$ cat src/rtl/uart_pkg.sv
// Shared UART constants: state encoding, baud divisors, frame geometry and helpers.
`timescale 1ns/1ps
package uart_pkg;

  typedef enum logic [2:0] {
    ST_IDLE,
    ST_START,
    ST_DATA,
    ST_STOP,
    ST_BREAK
  } rx_state_t;

  localparam int CLK_HZ = 50_000_000;
  localparam int OVS    = 16;

  // Rounded clk cycles per oversample tick for each supported baud rate.
  localparam int DIV_9600 = (CLK_HZ + (9600 * OVS) / 2) / (9600 * OVS);
  localparam int DIV_2400 = (CLK_HZ + (2400 * OVS) / 2) / (2400 * OVS);

  // Tick counter width and the three mid-bit sample points (7th, 8th, 9th tick of a bit).
  localparam int               TICK_W        = $clog2(OVS);
  localparam logic [TICK_W-1:0] TICK_SAMPLE_A = TICK_W'(6);
  localparam logic [TICK_W-1:0] TICK_SAMPLE_B = TICK_W'(7);
  localparam logic [TICK_W-1:0] TICK_SAMPLE_C = TICK_W'(8);

  // Data bit counter end values and stop-bit counts, shared with the transmitter.
  localparam logic [2:0] BIT_END_7  = 3'd6;
  localparam logic [2:0] BIT_END_8  = 3'd7;
  localparam logic [1:0] STOP_CNT_1 = 2'd1;
  localparam logic [1:0] STOP_CNT_2 = 2'd2;

  function automatic logic majority3(input logic a, input logic b, input logic c);
    return (a & b) | (a & c) | (b & c);
  endfunction

endpackage

$ cat src/rtl/uart_rx_if.sv
// Parallel character port of the receiver: received data plus status flags.
`timescale 1ns/1ps
interface uart_rx_if;
  logic [7:0] data;
  logic       data_valid;
  logic       frame_err;
  logic       pattern_err;
  logic       busy;

  modport master (
    output data,
    output data_valid,
    output frame_err,
    output pattern_err,
    output busy
  );

  modport slave (
    input data,
    input data_valid,
    input frame_err,
    input pattern_err,
    input busy
  );
endinterface

$ cat src/rtl/uart_os_tick.sv
// Oversample tick generator: one-clk tick every DIV clocks, restartable for phase alignment.
`timescale 1ns/1ps
module uart_os_tick
  import uart_pkg::*;
#(
  parameter int DIV_FAST = DIV_9600,
  parameter int DIV_SLOW = DIV_2400
) (
  input  logic clk,
  input  logic rst,
  input  logic restart,
  input  logic sel,
  output logic tick
);

  localparam int DIV_MAX = (DIV_FAST > DIV_SLOW) ? DIV_FAST : DIV_SLOW;
  localparam int CNT_W   = $clog2(DIV_MAX);

  logic [CNT_W-1:0] div_cnt;
  logic [CNT_W-1:0] div_last;

  assign div_last = sel ? CNT_W'(DIV_FAST - 1) : CNT_W'(DIV_SLOW - 1);
  assign tick     = (div_cnt == div_last) && !restart;

  // Divide-by-DIV counter; restart forces a fresh period so ticks line up with the start edge.
  always_ff @(posedge clk) begin
    if (rst || restart) begin
      div_cnt <= '0;
    end else if (div_cnt == div_last) begin
      div_cnt <= '0;
    end else begin
      div_cnt <= div_cnt + CNT_W'(1);
    end
  end

endmodule

$ cat src/rtl/uart_rx.sv
// UART receiver: synchronizer, mid-bit majority sampler, deframing FSM and pattern checker.
`timescale 1ns/1ps
module uart_rx
  import uart_pkg::*;
#(
  parameter int DIV_FAST = DIV_9600,
  parameter int DIV_SLOW = DIV_2400
) (
  input  logic      clk,
  input  logic      rst,
  input  logic      rxd,
  input  logic      sw4,
  input  logic      sw5,
  input  logic      sw8,
  uart_rx_if.master bus
);

  logic rxd_meta, rxd_sync, rxd_prev;
  logic start_edge, restart, tick;

  logic [TICK_W-1:0] tick_cnt;
  logic [1:0]        samp;
  logic              bit_eval, bit_val;

  rx_state_t  state;
  logic       cfg_8bit, cfg_2stop, cfg_fast;
  logic [7:0] shift_reg;
  logic [2:0] bit_cnt;
  logic [1:0] stop_cnt;
  logic       stop_err, deliver;
  logic       have_prev, prev_ones;
  logic [7:0] data_q;
  logic       data_valid_q, frame_err_q, pattern_err_q, busy_q;

  logic [2:0] bit_end;
  logic [1:0] stop_last;
  logic [7:0] rx_char;
  logic       char_zero, char_ones, char_valid, last_stop;

  assign start_edge = rxd_prev & ~rxd_sync;
  assign restart    = (state == ST_IDLE) && start_edge;

  assign bit_eval = tick && (tick_cnt == TICK_SAMPLE_C);
  assign bit_val  = majority3(samp[0], samp[1], rxd_sync);

  assign bit_end   = cfg_8bit ? BIT_END_8 : BIT_END_7;
  assign stop_last = cfg_2stop ? STOP_CNT_2 : STOP_CNT_1;
  assign last_stop = (stop_cnt + 2'd1) == stop_last;

  // In 7-bit mode the character sits in shift_reg[7:1] because bits enter at the MSB.
  assign rx_char    = cfg_8bit ? shift_reg : {1'b0, shift_reg[7:1]};
  assign char_zero  = (rx_char == 8'h00);
  assign char_ones  = (rx_char == (cfg_8bit ? 8'hFF : 8'h7F));
  assign char_valid = char_zero | char_ones;

  assign bus.data        = data_q;
  assign bus.data_valid  = data_valid_q;
  assign bus.frame_err   = frame_err_q;
  assign bus.pattern_err = pattern_err_q;
  assign bus.busy        = busy_q;

  uart_os_tick #(
    .DIV_FAST (DIV_FAST),
    .DIV_SLOW (DIV_SLOW)
  ) u_tick (
    .clk     (clk),
    .rst     (rst),
    .restart (restart),
    .sel     (cfg_fast),
    .tick    (tick)
  );

  // Two-stage synchronizer plus one history stage for falling-edge detection; idle level is 1.
  always_ff @(posedge clk) begin
    if (rst) begin
      rxd_meta <= 1'b1;
      rxd_sync <= 1'b1;
      rxd_prev <= 1'b1;
    end else begin
      rxd_meta <= rxd;
      rxd_sync <= rxd_meta;
      rxd_prev <= rxd_sync;
    end
  end

  // Per-bit tick counter and capture of the first two mid-bit samples; the third is live.
  always_ff @(posedge clk) begin
    if (rst || restart) begin
      tick_cnt <= '0;
      samp     <= 2'b00;
    end else if (tick) begin
      tick_cnt <= tick_cnt + TICK_W'(1);
      if (tick_cnt == TICK_SAMPLE_A) samp[0] <= rxd_sync;
      if (tick_cnt == TICK_SAMPLE_B) samp[1] <= rxd_sync;
    end
  end

  // Deframing FSM with registered outputs; delivery happens one clk after the last stop-bit vote.
  always_ff @(posedge clk) begin
    if (rst) begin
      state         <= ST_IDLE;
      cfg_8bit      <= 1'b0;
      cfg_2stop     <= 1'b0;
      cfg_fast      <= 1'b0;
      shift_reg     <= 8'h00;
      bit_cnt       <= 3'd0;
      stop_cnt      <= 2'd0;
      stop_err      <= 1'b0;
      deliver       <= 1'b0;
      have_prev     <= 1'b0;
      prev_ones     <= 1'b0;
      data_q        <= 8'h00;
      data_valid_q  <= 1'b0;
      frame_err_q   <= 1'b0;
      pattern_err_q <= 1'b0;
      busy_q        <= 1'b0;
    end else begin
      data_valid_q <= 1'b0;
      case (state)
        ST_IDLE: begin
          if (start_edge) begin
            cfg_8bit  <= sw4;
            cfg_2stop <= sw5;
            cfg_fast  <= sw8;
            busy_q    <= 1'b1;
            state     <= ST_START;
          end
        end
        ST_START: begin
          if (bit_eval) begin
            if (bit_val) begin
              busy_q <= 1'b0;
              state  <= ST_IDLE;
            end else begin
              bit_cnt <= 3'd0;
              state   <= ST_DATA;
            end
          end
        end
        ST_DATA: begin
          if (bit_eval) begin
            shift_reg <= {bit_val, shift_reg[7:1]};
            if (bit_cnt == bit_end) begin
              stop_cnt <= 2'd0;
              stop_err <= 1'b0;
              deliver  <= 1'b0;
              state    <= ST_STOP;
            end else begin
              bit_cnt <= bit_cnt + 3'd1;
            end
          end
        end
        ST_STOP: begin
          if (deliver) begin
            deliver      <= 1'b0;
            data_valid_q <= 1'b1;
            data_q       <= rx_char;
            frame_err_q  <= stop_err;
            // Only cleanly framed characters take part in the alternating-pattern check.
            if (!stop_err) begin
              if (!char_valid || (have_prev && (prev_ones == char_ones))) begin
                pattern_err_q <= 1'b1;
              end
              if (char_valid) begin
                have_prev <= 1'b1;
                prev_ones <= char_ones;
              end
            end
            if (rxd_sync) begin
              busy_q <= 1'b0;
              state  <= ST_IDLE;
            end else begin
              state <= ST_BREAK;
            end
          end else if (bit_eval) begin
            if (!bit_val) stop_err <= 1'b1;
            if (last_stop) begin
              deliver <= 1'b1;
            end else begin
              stop_cnt <= stop_cnt + 2'd1;
            end
          end
        end
        ST_BREAK: begin
          if (rxd_sync) begin
            busy_q <= 1'b0;
            state  <= ST_IDLE;
          end
        end
        default: begin
          busy_q <= 1'b0;
          state  <= ST_IDLE;
        end
      endcase
    end
  end

endmodule

$ cat src/flat_wrapper.sv
// flat-port wrapper written by rule: the top's interface ports become plain ports
module uart_rx_flat import uart_pkg::*;
#(
  parameter int DIV_FAST = DIV_9600,
  parameter int DIV_SLOW = DIV_2400
)
  (clk, rst, rxd, sw4, sw5, sw8, bus_data, bus_data_valid, bus_frame_err, bus_pattern_err, bus_busy);
  uart_rx_if bus_i ();
  input  logic clk;
  input  logic rst;
  input  logic rxd;
  input  logic sw4;
  input  logic sw5;
  input  logic sw8;
  output wire logic [$bits(bus_i.data)-1:0] bus_data;
  output wire logic [$bits(bus_i.data_valid)-1:0] bus_data_valid;
  output wire logic [$bits(bus_i.frame_err)-1:0] bus_frame_err;
  output wire logic [$bits(bus_i.pattern_err)-1:0] bus_pattern_err;
  output wire logic [$bits(bus_i.busy)-1:0] bus_busy;
  assign bus_data = bus_i.data;
  assign bus_data_valid = bus_i.data_valid;
  assign bus_frame_err = bus_i.frame_err;
  assign bus_pattern_err = bus_i.pattern_err;
  assign bus_busy = bus_i.busy;
  uart_rx #(.DIV_FAST(DIV_FAST), .DIV_SLOW(DIV_SLOW)) u_core (.clk(clk), .rst(rst), .rxd(rxd), .sw4(sw4), .sw5(sw5), .sw8(sw8), .bus(bus_i));
endmodule
$ cat config.mk
export PLATFORM = sky130hd
export DESIGN_NAME = uart_rx_flat
export DESIGN_NICKNAME = d
export VERILOG_FILES = /design/src/rtl/uart_pkg.sv /design/src/rtl/uart_rx_if.sv /design/src/rtl/uart_os_tick.sv /design/src/rtl/uart_rx.sv /design/src/flat_wrapper.sv
export SDC_FILE = /design/constraint.sdc
export NUM_CORES = 1
export LEC_CHECK = 0
export ABC_AREA = 1
export BUFFER_PORTS_ARGS = -buffer_cell sky130_fd_sc_hd__buf_2
export CAP_MARGIN = 20
export CORE_ASPECT_RATIO = 0.6
export CORE_MARGIN = 8
export CORE_UTILIZATION = 32
export CTS_BUF_LIST = sky130_fd_sc_hd__clkbuf_4 sky130_fd_sc_hd__clkbuf_8
export DETAILED_ROUTE_END_ITERATION = 12
export PLACE_DENSITY = 0.57
export SETUP_SLACK_MARGIN = 0.1
export SYNTH_ARGS = -nofsm -noshare
export SYNTH_HDL_FRONTEND = slang
export SYNTH_SLANG_ARGS = --single-unit
$ cat constraint.sdc
create_clock -name clk -period 2.2 [get_ports clk]
set_input_delay 0.44 -clock clk [delete_from_list [all_inputs] [get_ports clk]]
set_output_delay 0.44 -clock clk [all_outputs]
set_load 0.01 [all_outputs]
==> impl_metrics.toml <==
[pwr]
clkPwrFrac_pct = 28.5
p_switching_w = 0.000867
power_frac_comb_pct = 26.3
p_leak_nw = 1.24
max-vdd-ir-drop_mv = 0.431
power_density_nw_per_um2 = 840
p_int_w = 0.00163
share_seq_of_total_power_pct = 45.2
swShare_pct = 34.8

[clocking]
cts_buffers = 5
cts_tree = "yes"
cts_max_path_buffers = 2
cts.clk_slew.worst_paths_ps = 100
clock_latency_ps = 320
htreeDepth = 2
cts_root_buffer = "clkbuf_8"
clock_sinks = 55

[yosys]
synthCells = 377
synth_commonest_cells = "86 x nand2_1, 55 x dfxtp_1, 48 x inv_1, 48 x nor2_1, 38 x a21oi_1"
synth_area_leaders = "dfxtp_1 42%, nand2_1 12%, a21oi_1 7.3%, inv_1 6.9%, nor2_1 6.9%"
synth_top_area_cell = "dfxtp_1"
ys_seq_area_share_pct = 42.0
ys_types = 31
synth_seq_cells = 55
syn-cell-area_um2 = 2620
async_flop_share_pct = 0
synthesis.nets = 389
ys_dominant_reg_cell = "dfxtp_1"
synth.top_cell.area_share_pct = 42.0
ys_warn_count = 0
synth_edf_count = 0
avgSynthCellArea_um2 = 6.95
post-synth-top-count-cell = "nand2_1"

[routing]
num_vias = 2362
drtPass1Iterations = 4
first_iter_violations = 170
routed_wl_mm = 5.87
drc = 0
antenna_left = 0
vias_per_cell = 4.64
met3WireLength_um = 321
dr.max_layer_used = "met4"
wl_per_cell_um = 11.5
met1_length_mm = 3.23
wl_met2_mm = 2.25

[worst_setup_path]
arrival_ps = 2060
critPathRequiredTime_ps = 2430
end_kind = "register"
startpoint_type = "register"
r2r_start = "u_core.u_tick.div_cnt[0]$_SDFF_PP0_"
path_cells = "ha_1, inv_1, nor2_1, nand2_1, nor2_4, nand4_4, a21oi_1, nand3_1, nand2_1, nor2_1"
worstSetupPathType = "register to register"
critical-path-top-delay-family = "simple AND/OR/NAND/NOR gates"
slowest_delay_ps = 430
rrSetupSlack_ps = 360
critPathBufInv = 1
worst_path_max_delay_cell = "dfxtp_1"
worstRegToRegCells = 10
worstReg2RegEnd = "u_core.state[1]$_SDFFE_PP0P_"
crit_fanout = 9

[sta]
period_needed_ps = 1840
final-setup-viol-count = 0
final.setup_skew_ps = 6.59
slew_violations = 0
fmaxAchievable_mhz = 544
fin_crit_sh_pct = 83.6
fin_ws_ps = 361
relSlewSlack_pct = 53.4
rsz0062_at_grt = "no"
fin_setup_tns_ps = 0
worstMarginPinSlew_ps = 698
finalHoldViolCount = 0

[layout]
fin_util_pct = 37.5
seq_area_um2 = 1100
multi_input_area_um2 = 1290
fill_cells = 839
final_area_um2 = 2970
antennaDiodeCount = 0
nets = 412
drive_above_1_share_pct = 11.0
largest_reg_flops = 11
syn2layout_area_growth_pct = 13.4

[placement]
numPortBuffers = 17
place_ws_ps = 354
dpl_cell_area_um2 = 2820
place.gp.congestion = 0.880
dp_hpwl_mm = 4.46

[run]
cap_violations = 0

[grt]
grt_max_degree = 25
grt_pass1_wl_mm = 10.5
overflow = 0
grt_use_total_pct = 11.1
antenna_found_initial = 0
grt_pass1_vias = 2227

[worst_hold_path]
hold_depth = 2
min_to = "u_core.rxd_meta$_SDFF_PP1_"
worstHoldPathType = "input port to register"
min_from = "rxd"

[outcome]
status = "finished clean"

[floorplanning]
die_w_um = 133
dieArea_um2 = 11400
start_util_pct = 33.1
rows = 25
pin_count = 18
die_h_um = 86.1
core_um2 = 7910
## timing repair
action,4_1_cts,5_1_grt
gates resized for setup,0,2
hold buffers,0,0
setup buffers,0,3
setup endpoints to repair,0,5
## stage by stage
stage	power (W)	hold WS, ps	cells
after global routing	0.00271	272	509
final	0.00249	290	509
after detailed placement	0.00180	402	498
after global placement	0.00179	393	498
after CTS	0.00252	276	506
after floorplan	0.00165	389	377
## cells by family after synthesis
group	after synthesis	synth area share (%)
AOI/OAI and AO/OA	72	14.6
xor gates and xnor gates	2	0.669
adders and majority gates	6	2.87
buffers and inverters	56	8.65
DFF	55	42.0
and+or+nand+nor	186	31.2
## power groups by stage
stage,clock network (W),registers [W],logic [W]
after floorplan,0,0.00114,0.000519
after CTS,0.000747,0.00113,0.000649
after global routing,0.000781,0.00114,0.000782
after detailed placement,0,0.00115,0.000647
final,0.000710,0.00113,0.000655
after global placement,0,0.00115,0.000643
## area by class of cell
| class | instances | share of cell area, % |
|---|---|---|
| Clock buffer | 5 | 2.32 |
| Clock inverter | 3 | 1.60 |
| Inverter | 50 | 6.32 |
| Multi-Input combinational cell | 266 | 43.6 |
| Sequential cell | 55 | 37.1 |
| Tap cell | 108 | 4.55 |
| Timing Repair Buffer | 22 | 4.55 |
## layer usage
metal	global-route usage [%]	vias to the layer above
met1	16.0	1051
met3	2.92	8
met4	3.69	0
li1	-	1260
met5	0	-
met2	15.4	43
## layout by cell type, fill, tap and decap left out, drive strengths merged
master / netlist / routed
o21bai: 1 / 1
buf: 4 / 22
clkinv: 1 / 2
clkbuf: 2 / 5
inv: 49 / 50
a21oi: 39 / 39
o221ai: 1 / 1
nor3b: 3 / 3
or2: 4 / 4
nor3: 7 / 7
xor2: 2 / 2
nor4: 1 / 1
ha: 6 / 6
nand2: 87 / 87
nand3: 29 / 29
nand4: 4 / 4
o211ai: 2 / 2
and3: 1 / 1
bufinv: 0 / 1
nor2: 50 / 50
o21ai: 28 / 28
dfxtp: 55 / 55
a211oi: 1 / 1
## worst max-delay path by stage
stage / from / end / slack, ps / cells after the start
CTS: u_core.u_tick.div_cnt[0]$_SDFF_PP0_ / u_core.bit_cnt[2]$_SDFFE_PP0P_ / 320 / 9
global route: u_core.u_tick.div_cnt[0]$_SDFF_PP0_ / u_core.state[2]$_SDFFE_PP0P_ / 120 / 10
detailed placement: u_core.u_tick.div_cnt[0]$_SDFF_PP0_ / u_core.bit_cnt[2]$_SDFFE_PP0P_ / 350 / 9
floorplan: u_core.u_tick.div_cnt[0]$_SDFF_PP0_ / u_core.bit_cnt[2]$_SDFFE_PP0P_ / 620 / 10
finish: u_core.u_tick.div_cnt[0]$_SDFF_PP0_ / u_core.state[1]$_SDFFE_PP0P_ / 360 / 10
global placement: u_core.u_tick.div_cnt[0]$_SDFF_PP0_ / u_core.bit_cnt[2]$_SDFFE_PP0P_ / 370 / 9
Note: power is estimated with default switching activity, not from simulation.
